===== src/rtl/fp_pkg.sv =====
// fp_pkg: shared constants and types for the FP result queue.
//   QNAN / POS_INF   : canonical special encodings produced by the fix-up
//   FLAG_*           : bit positions inside the 5-bit flag vector
//                      {invalid, overflow, underflow, zero, inf}
//   DEFAULT_DEPTH    : default FIFO entry count
//   fp_entry_t       : one queued entry (flags + corrected result)
package fp_pkg;

    localparam logic [31:0] QNAN    = 32'h7FC0_0000;
    localparam logic [31:0] POS_INF = 32'h7F80_0000;

    localparam int FLAG_W         = 5;
    localparam int FLAG_INVALID   = 4;
    localparam int FLAG_OVERFLOW  = 3;
    localparam int FLAG_UNDERFLOW = 2;
    localparam int FLAG_ZERO      = 1;
    localparam int FLAG_INF       = 0;

    localparam int DEFAULT_DEPTH = 4;

    typedef struct packed {
        logic [FLAG_W-1:0] flags;
        logic [31:0]       y;
    } fp_entry_t;

endpackage


===== src/rtl/fp_special_fixup.sv =====
// fp_special_fixup: combinational special-case correction of a raw
// single-precision add/sub result.
//   a, b  : operands as presented to the add/sub core
//   op    : 0 = add, 1 = subtract
//   y     : raw core result
//   y_fix : corrected result
//   flags : {invalid, overflow, underflow, zero, inf}
// Operands with a zero exponent (zero or denormal) are flushed to signed zero.
module fp_special_fixup
    import fp_pkg::*;
(
    input  logic [31:0]       a,
    input  logic [31:0]       b,
    input  logic              op,
    input  logic [31:0]       y,
    output logic [31:0]       y_fix,
    output logic [FLAG_W-1:0] flags
);

    logic [31:0] bmod;
    logic        eff;
    logic [7:0]  exp_a, exp_b, exp_y, exp_max;
    logic        a_nan, b_nan, a_inf, b_inf, a_zero, b_zero;

    // B as seen by an adder: subtract is folded into B's sign.
    assign bmod    = {b[31] ^ op, b[30:0]};
    assign eff     = a[31] ^ b[31] ^ op;
    assign exp_a   = a[30:23];
    assign exp_b   = b[30:23];
    assign exp_y   = y[30:23];
    assign exp_max = (exp_a > exp_b) ? exp_a : exp_b;

    assign a_nan  = (exp_a == 8'hFF) && (a[22:0] != 23'd0);
    assign b_nan  = (exp_b == 8'hFF) && (b[22:0] != 23'd0);
    assign a_inf  = (exp_a == 8'hFF) && (a[22:0] == 23'd0);
    assign b_inf  = (exp_b == 8'hFF) && (b[22:0] == 23'd0);
    assign a_zero = (exp_a == 8'h00);
    assign b_zero = (exp_b == 8'h00);

    always_comb begin
        y_fix = y;
        flags = '0;
        if (a_nan || b_nan) begin
            y_fix               = QNAN;
            flags[FLAG_INVALID] = 1'b1;
        end else if (a_inf || b_inf) begin
            if (a_inf && b_inf && eff) begin
                y_fix               = QNAN;
                flags[FLAG_INVALID] = 1'b1;
            end else begin
                y_fix           = {(a_inf ? a[31] : bmod[31]), POS_INF[30:0]};
                flags[FLAG_INF] = 1'b1;
            end
        end else if (a_zero || b_zero) begin
            if (a_zero && b_zero) begin
                // Only (-0) + (-0) keeps a negative sign.
                y_fix            = {a[31] & bmod[31], 31'd0};
                flags[FLAG_ZERO] = 1'b1;
            end else if (a_zero) begin
                y_fix = bmod;
            end else begin
                y_fix = a;
            end
        end else if (eff && (a[30:0] == b[30:0])) begin
            // Exact cancellation always yields +0.
            y_fix            = 32'd0;
            flags[FLAG_ZERO] = 1'b1;
        end else if (exp_y == 8'hFF) begin
            y_fix                = {y[31], POS_INF[30:0]};
            flags[FLAG_OVERFLOW] = 1'b1;
            flags[FLAG_INF]      = 1'b1;
        end else if (eff && ((exp_y > exp_max) || (exp_y == 8'h00))) begin
            // A subtraction can never grow the exponent; treat as underflow.
            y_fix                 = {y[31], 31'd0};
            flags[FLAG_UNDERFLOW] = 1'b1;
            flags[FLAG_ZERO]      = 1'b1;
        end
    end

endmodule


===== src/rtl/fp_result_queue.sv =====
// fp_result_queue: corrects raw add/sub results and queues them in a FIFO.
//   clk, rst            : clock, synchronous active-high reset
//   in_valid/in_ready   : upstream handshake (ready = not full)
//   in_a, in_b, in_op   : operands and operation of the add/sub core
//   in_y                : raw core result
//   out_valid/out_ready : downstream handshake
//   out_y, out_flags    : corrected head result and its flags
//   sticky_flags        : OR of flags of all accepted entries
//   clr_sticky          : clears sticky_flags (a same-cycle push still lands)
//   count               : current occupancy
module fp_result_queue
    import fp_pkg::*;
#(
    parameter int DEPTH = DEFAULT_DEPTH
) (
    input  logic                     clk,
    input  logic                     rst,
    input  logic                     in_valid,
    output logic                     in_ready,
    input  logic [31:0]              in_a,
    input  logic [31:0]              in_b,
    input  logic                     in_op,
    input  logic [31:0]              in_y,
    output logic                     out_valid,
    input  logic                     out_ready,
    output logic [31:0]              out_y,
    output logic [FLAG_W-1:0]        out_flags,
    output logic [FLAG_W-1:0]        sticky_flags,
    input  logic                     clr_sticky,
    output logic [$clog2(DEPTH):0]   count
);

    localparam int PW = $clog2(DEPTH);
    localparam int CW = PW + 1;

    fp_entry_t         mem [DEPTH];
    fp_entry_t         in_entry;
    fp_entry_t         head;
    logic [PW-1:0]     wr_ptr_reg, rd_ptr_reg;
    logic [CW-1:0]     count_reg;
    logic [FLAG_W-1:0] sticky_reg;
    logic              push, pop;

    fp_special_fixup u_fixup (
        .a     (in_a),
        .b     (in_b),
        .op    (in_op),
        .y     (in_y),
        .y_fix (in_entry.y),
        .flags (in_entry.flags)
    );

    assign in_ready  = (count_reg < CW'(DEPTH));
    assign out_valid = (count_reg != '0);
    assign push      = in_valid && in_ready;
    assign pop       = out_valid && out_ready;

    // Head is gated so the outputs read zero whenever the queue is empty.
    assign head         = mem[rd_ptr_reg];
    assign out_y        = out_valid ? head.y : 32'd0;
    assign out_flags    = out_valid ? head.flags : '0;
    assign sticky_flags = sticky_reg;
    assign count        = count_reg;

    always_ff @(posedge clk) begin
        if (push && !rst) begin
            mem[wr_ptr_reg] <= in_entry;
        end
    end

    always_ff @(posedge clk) begin
        if (rst) begin
            wr_ptr_reg <= '0;
            rd_ptr_reg <= '0;
            count_reg  <= '0;
            sticky_reg <= '0;
        end else begin
            if (push) begin
                wr_ptr_reg <= wr_ptr_reg + PW'(1);
            end
            if (pop) begin
                rd_ptr_reg <= rd_ptr_reg + PW'(1);
            end
            case ({push, pop})
                2'b10:   count_reg <= count_reg + CW'(1);
                2'b01:   count_reg <= count_reg - CW'(1);
                default: count_reg <= count_reg;
            endcase
            if (clr_sticky) begin
                sticky_reg <= push ? in_entry.flags : '0;
            end else if (push) begin
                sticky_reg <= sticky_reg | in_entry.flags;
            end
        end
    end

endmodule


===== config.mk =====
export PLATFORM = sky130hd
export DESIGN_NAME = fp_result_queue
export DESIGN_NICKNAME = d
export VERILOG_FILES = /design/src/rtl/fp_pkg.sv /design/src/rtl/fp_special_fixup.sv /design/src/rtl/fp_result_queue.sv
export SDC_FILE = /design/constraint.sdc
export NUM_CORES = 1
export LEC_CHECK = 0
export CAP_MARGIN = 20
export CORE_MARGIN = 3
export CORE_UTILIZATION = 45
export CTS_CLUSTER_SIZE = 28
export DETAILED_ROUTE_END_ITERATION = 12
export HOLD_SLACK_MARGIN = 0.15
export PLACE_DENSITY_LB_ADDON = 0.1
export SLEW_MARGIN = 25
export SYNTH_ARGS = -nofsm -noshare
export SYNTH_HDL_FRONTEND = slang
export SYNTH_SLANG_ARGS = --single-unit

===== constraint.sdc =====
create_clock -name clk -period 5.9 [get_ports clk]
set_input_delay 0.59 -clock clk [delete_from_list [all_inputs] [get_ports clk]]
set_output_delay 0.59 -clock clk [all_outputs]
set_load 0.05 [all_outputs]

# After elaboration in Yosys (flattened, before gate mapping)
# Memories as Yosys holds them, arrays and structs flattened. A register that Yosys moved wholly into a read port is not among the register bits.
# Index checks and enable logic that the tools add are counted.
[totals] regBits=12 mem_bits_rw=148 inputBits=102 out_inout_bits=47 wordCells=88 memories=1
[mem_list] memory="mem" words=4 width=37 read_ports=1 rd_ports_with_merged_regs=1 wr=1 line_no="fp_result_queue.sv:36" source="fp_entry_t mem [DEPTH];"
[op_classes] add_sub_neg=4 magnitude_cmp=3 n_eq_ne=6 n_mux=38 bitwise=5 n_reduce_logical=27
[ops] cell="two-way mux 32 bit" count=8
[ops] cell="two-way mux 31 bit" count=2
[ops] cell="logical NOT 23 bit" count=2
[ops] cell="nonzero test 23 bit" count=2
[ops] cell="== test 31 bit" count=1
[ops] cell="== test 8 bit (second input constant)" count=3
[ops] cell="logical NOT 8 bit" count=3
[ops] cell="two-way mux 5 bit" count=4
[ops] cell="greater-than comparator 8 bit" count=2
[ops] cell="two-way mux 1 bit" count=14
[ops] cell="logical AND 1 bit" count=12
[ops] cell="two-way mux 2 bit" count=6
[ops] cell="two-way mux 8 bit" count=1
[ops] cell="case mux 3 bit (2 select lines)" count=1
[ops] cell="bitwise OR 5 bit" count=1
[ops] cell="adder 2 x 1 -> 2 bit (second input constant)" count=2
[ops] cell="logical OR 1 bit" count=4
[ops] cell="two-way mux 4 bit" count=1
[ops] cell="nonzero test 2 bit" count=2
[ops] cell="adder 3 x 1 -> 3 bit (second input constant)" count=1
[ops] cell="< comparator 3 bit (second input constant)" count=1
[ops] cell="two-way mux 3 bit" count=1
[ops] cell="nonzero test 3 bit" count=1
[ops] cell="subtractor 3 x 1 -> 3 bit (second input constant)" count=1
[ops] cell="other kinds (5)" count=7

# Logic depth before layout (Yosys ltp)
[logic_depth] word_depth=14 mapped_depth=16 mapped_depth_nobuf=15

# Hierarchy
# A second synthesis with hierarchy kept.
[unflattened] hier_cells=602 hier_area_um2=8197.9
[by_module_without_submodules] module="fp_result_queue" n_inst=1 cells_each=309 area_per_inst_um2=6234.7 seq_area_each_um2=4724.5
[by_module_without_submodules] module="fp_special_fixup" n_inst=1 cells_each=293 area_per_inst_um2=1963.1 seq_area_each_um2=0.0

# Worst setup path after synthesis
# OpenSTA, ideal clock, no wires.
[synth_path] path_type="input-to-reg" start="input port in_b[24]" end="memory mem[0][10] (netlist name), data pin" setup_ps=203 t_arrival_ps=3679 t_required_ps=5697 slack_ps=2018 stages=16 path_cell_list="inv_1 -> ha_1 -> nor2b_1 -> o21a_1 -> o21a_1 -> o21bai_1 -> a21oi_1 -> mux2_2 -> ha_1 -> nand4_1 -> a211oi_1 -> nor2_1 -> o21ai_1 -> a31oi_4 -> buf_6 -> nor3_1"
[synth_rtl] element="start: declaration" line_no="fp_result_queue.sv:21" source="input logic [31:0] in_b,"
[synth_rtl] element="end: declaration" line_no="fp_result_queue.sv:36"

==> flow_summary.yaml <==
run_status:
  outcome: "finished clean"
yosys:
  ys_warn_count: 0
  synth.avg_cell_area_um2: 13.8
  ys_seq_area_share_pct: 58.4
  synth_nets: 710
  syn_area_um2: 8080
  syn_inst: 586
  synth_cell_types: 49
  synth_seq_cells: 162
critical_path:
  critical_path_class: "in2reg"
  worstPathRequired_ns: 6.07
  path_max_fanout: 22
  endpoint_kind: "flop"
  path_buf_inv: 3
  r2r_slack_ns: 3.22
  cp_top_family: "compound AO/OA/AOI/OAI gates"
  critPathLaunchType: "input port"
  cp_slowest_stage_delay_ns: 0.56
  cp.depth: 15
  reg2reg_depth: 9
  cpMaxStageDelayCell: "clkdlybuf4s50_1"
  cp.arrival_ns: 4.59
  crit_chain: "clkdlybuf4s50_1, inv_1, ha_1, nand4_1, o21bai_1, a21oi_1, buf_4, mux2_2, ha_1, nand4_1, a211oi_1, nor2_1, o21ai_1, a31oi_4, nor3_1"
route:
  vias: 5646
  wire_per_inst_um: 22.2
  via_per_inst: 5.80
  drc: 0
  ant_nets: 0
  drt_iter0_markers: 431
  first_pass_iters: 5
  wl_um: 21600
clock_network:
  cts.htree.levels: 4
  clkTransAtPathRegs_ns: 0.06
  clk_latency_ns: 0.42
  post_cts_buffers: 0
  cts.path.max_buffers: 2
  cts_buffers: 17
  postCtsResizedCells: 0
  root_buffer: "clkbuf_16"
  cts.sinks: 162
  cts_hold_buf: 0
  cts_tree: "built"
timing:
  period_needed_ns: 4.42
  skew_ns: 0.00627
  rsz0062_at_grt: "no"
  finalSetupViolCount: 0
  slew_viol_final: 0
  relSlewSlack_pct: 32.2
  setup_ws_ns: 1.48
  timing.setup.tns_ns: 0
  tightest_slew_ns: 1.02
  finalCritPeriodShare_pct: 74.9
  fmax_mhz: 226
  hold_viol: 0
layout:
  layout-drive-gt1-share_pct: 11.5
  synthToLayoutAreaGrowth_pct: 28.3
  antenna-diode-count: 0
  nets: 860
  num-fill-cells: 1390
  largest_reg_flops: 148
global_route:
  grt_pass1_wl_um: 33600
  grt_remaining_overflow: 0
  grt_max_degree: 40
  grt_pass1_vias: 6069
  antenna_found_initial: 0
  grt_usage_pct: 22.3
placement:
  routabilityCongestion: 0.883
  pre_cts_slack_ns: 1.06
  io_buffers: 148
  dp_hpwl_um: 14900
floorplan:
  die-height_um: 140
  core_um2: 17400
  start_util_pct: 46.4
  dieArea_um2: 19600
  die_w_um: 140
  num_io_pins: 149
  fp-row-count: 48
power_and_ir_drop:
  power_density_nw_per_um2: 409
  ir_drop_uv: 538
  leakage_nw: 3.66
hold_path:
  hp-class: "reg2reg"
  holdPathStages: 1
flow_run:
  drv_cap: 0
==> Yosys cell counts, drive strengths merged <==
| library cell | n | area, um^2 |
|---|---|---|
| o2bb2ai | 8 | 70.1 |
| a31oi | 2 | 27.5 |
| clkbuf | 20 | 75.1 |
| a21oi | 31 | 155 |
| a221oi | 1 | 8.76 |
| nor4 | 18 | 113 |
| mux4 | 37 | 833 |
| fa | 1 | 20.0 |
| xnor3 | 1 | 22.5 |
| o21a | 2 | 15.0 |
| buf | 6 | 38.8 |
| xor2 | 19 | 166 |
| or3 | 1 | 6.26 |
| mux2 | 1 | 11.3 |
| nor2 | 55 | 206 |
| nand2 | 11 | 41.3 |
| xnor2 | 10 | 87.6 |
| o21ai | 6 | 30.0 |
| edfxtp | 148 | 4440 |
| mux2i | 29 | 290 |
| a21o | 2 | 15.0 |
| o21bai | 2 | 18.8 |
| nand4 | 18 | 113 |
| nor2b | 3 | 18.8 |
| dfxtp | 14 | 280 |
| ha | 21 | 263 |
| inv | 19 | 71.3 |
| or4 | 4 | 33.8 |
| a22oi | 1 | 7.51 |
| nor3 | 28 | 140 |
| and2 | 45 | 282 |
| o31ai | 3 | 22.5 |
| o21ba | 1 | 10.0 |
| o211ai | 2 | 15.0 |
| nand3 | 1 | 5.00 |
| a22o | 2 | 17.5 |
| nor4b | 1 | 8.76 |
| a32o | 4 | 40.0 |
| nor3b | 1 | 7.51 |
| a211oi | 3 | 22.5 |
| o41ai | 1 | 8.76 |
| or2 | 3 | 21.3 |
==> cell type report <==
| type | instances | area [um^2] | share of cell area [%] |
|---|---|---|---|
| inverters | 19 | 71.3 | 0.688 |
| clock buffers | 18 | 429 | 4.14 |
| well taps | 225 | 282 | 2.71 |
| clock inverters | 14 | 130 | 1.25 |
| multi-input cells | 379 | 3180 | 30.7 |
| flip-flops and latches | 162 | 4730 | 45.6 |
| repair buffers | 157 | 1550 | 14.9 |
==> cell families after synthesis <==
| group | count (synthesis) | synth area share, % |
|---|---|---|
| AOI/OAI and AO/OA | 71 | 5.99 |
| xor gates and xnor gates | 30 | 3.42 |
| adders and majority gates | 22 | 3.50 |
| buffers and inverters | 45 | 2.29 |
| DFF | 162 | 58.4 |
| muxes | 67 | 14.0 |
| and+or+nand+nor | 189 | 12.3 |
==> final timing paths <==
check                                      from              end
worst max-delay path                   in_b[29]       mem[1][10]
worst min-delay path            sticky_flags[4]  sticky_flags[4]
worst max register to register         count[0]         count[2]
worst min register to register  sticky_flags[4]  sticky_flags[4]
==> through the flow <==
stage	total power, W	std cells	area, um^2	hold slack, ns	util [%]
global route	0.00443	974	10400	0.520	59.5
floorplan	0.00265	586	8080	0.485	-
detailed placement	0.00327	942	9810	0.463	56.3
CTS	0.00430	974	10400	0.488	59.5
finish	0.00424	974	10400	0.491	59.5
global placement	0.00324	942	9810	0.474	56.3
==> report_power, final <==
part	total [W]	internal, W	leakage, nW	switching [W]
logic	0.00178	0.000680	1.91	0.00110
registers	0.00144	0.00137	1.48	0.0000677
clock network	0.00103	0.000584	0.263	0.000442
==> layer usage <==
layer,share of wire (%),global-route usage (%)
met4,1.4,5.25
met2,49,37.3
met1,43,30.0
met5,0,0
met3,6.6,5.22
==> layout by cell type (no fill, tap or decap), drive strengths merged, types with 4 or more instances in the layout <==
master         count
clkdlybuf4s50    148
edfxtp           148
nor2              55
and2              45
mux4              37
a21oi             31
mux2i             29
nor3              28
inv               22
ha                21
xor2              19
nand4             18
nor4              18
clkbuf            18
dfxtp             14
nand2             11
xnor2             10
buf                9
o2bb2ai            8
clkinv             7
o21ai              6
a32o               4
or4                4
Note: power is estimated with default switching activity, not from simulation.
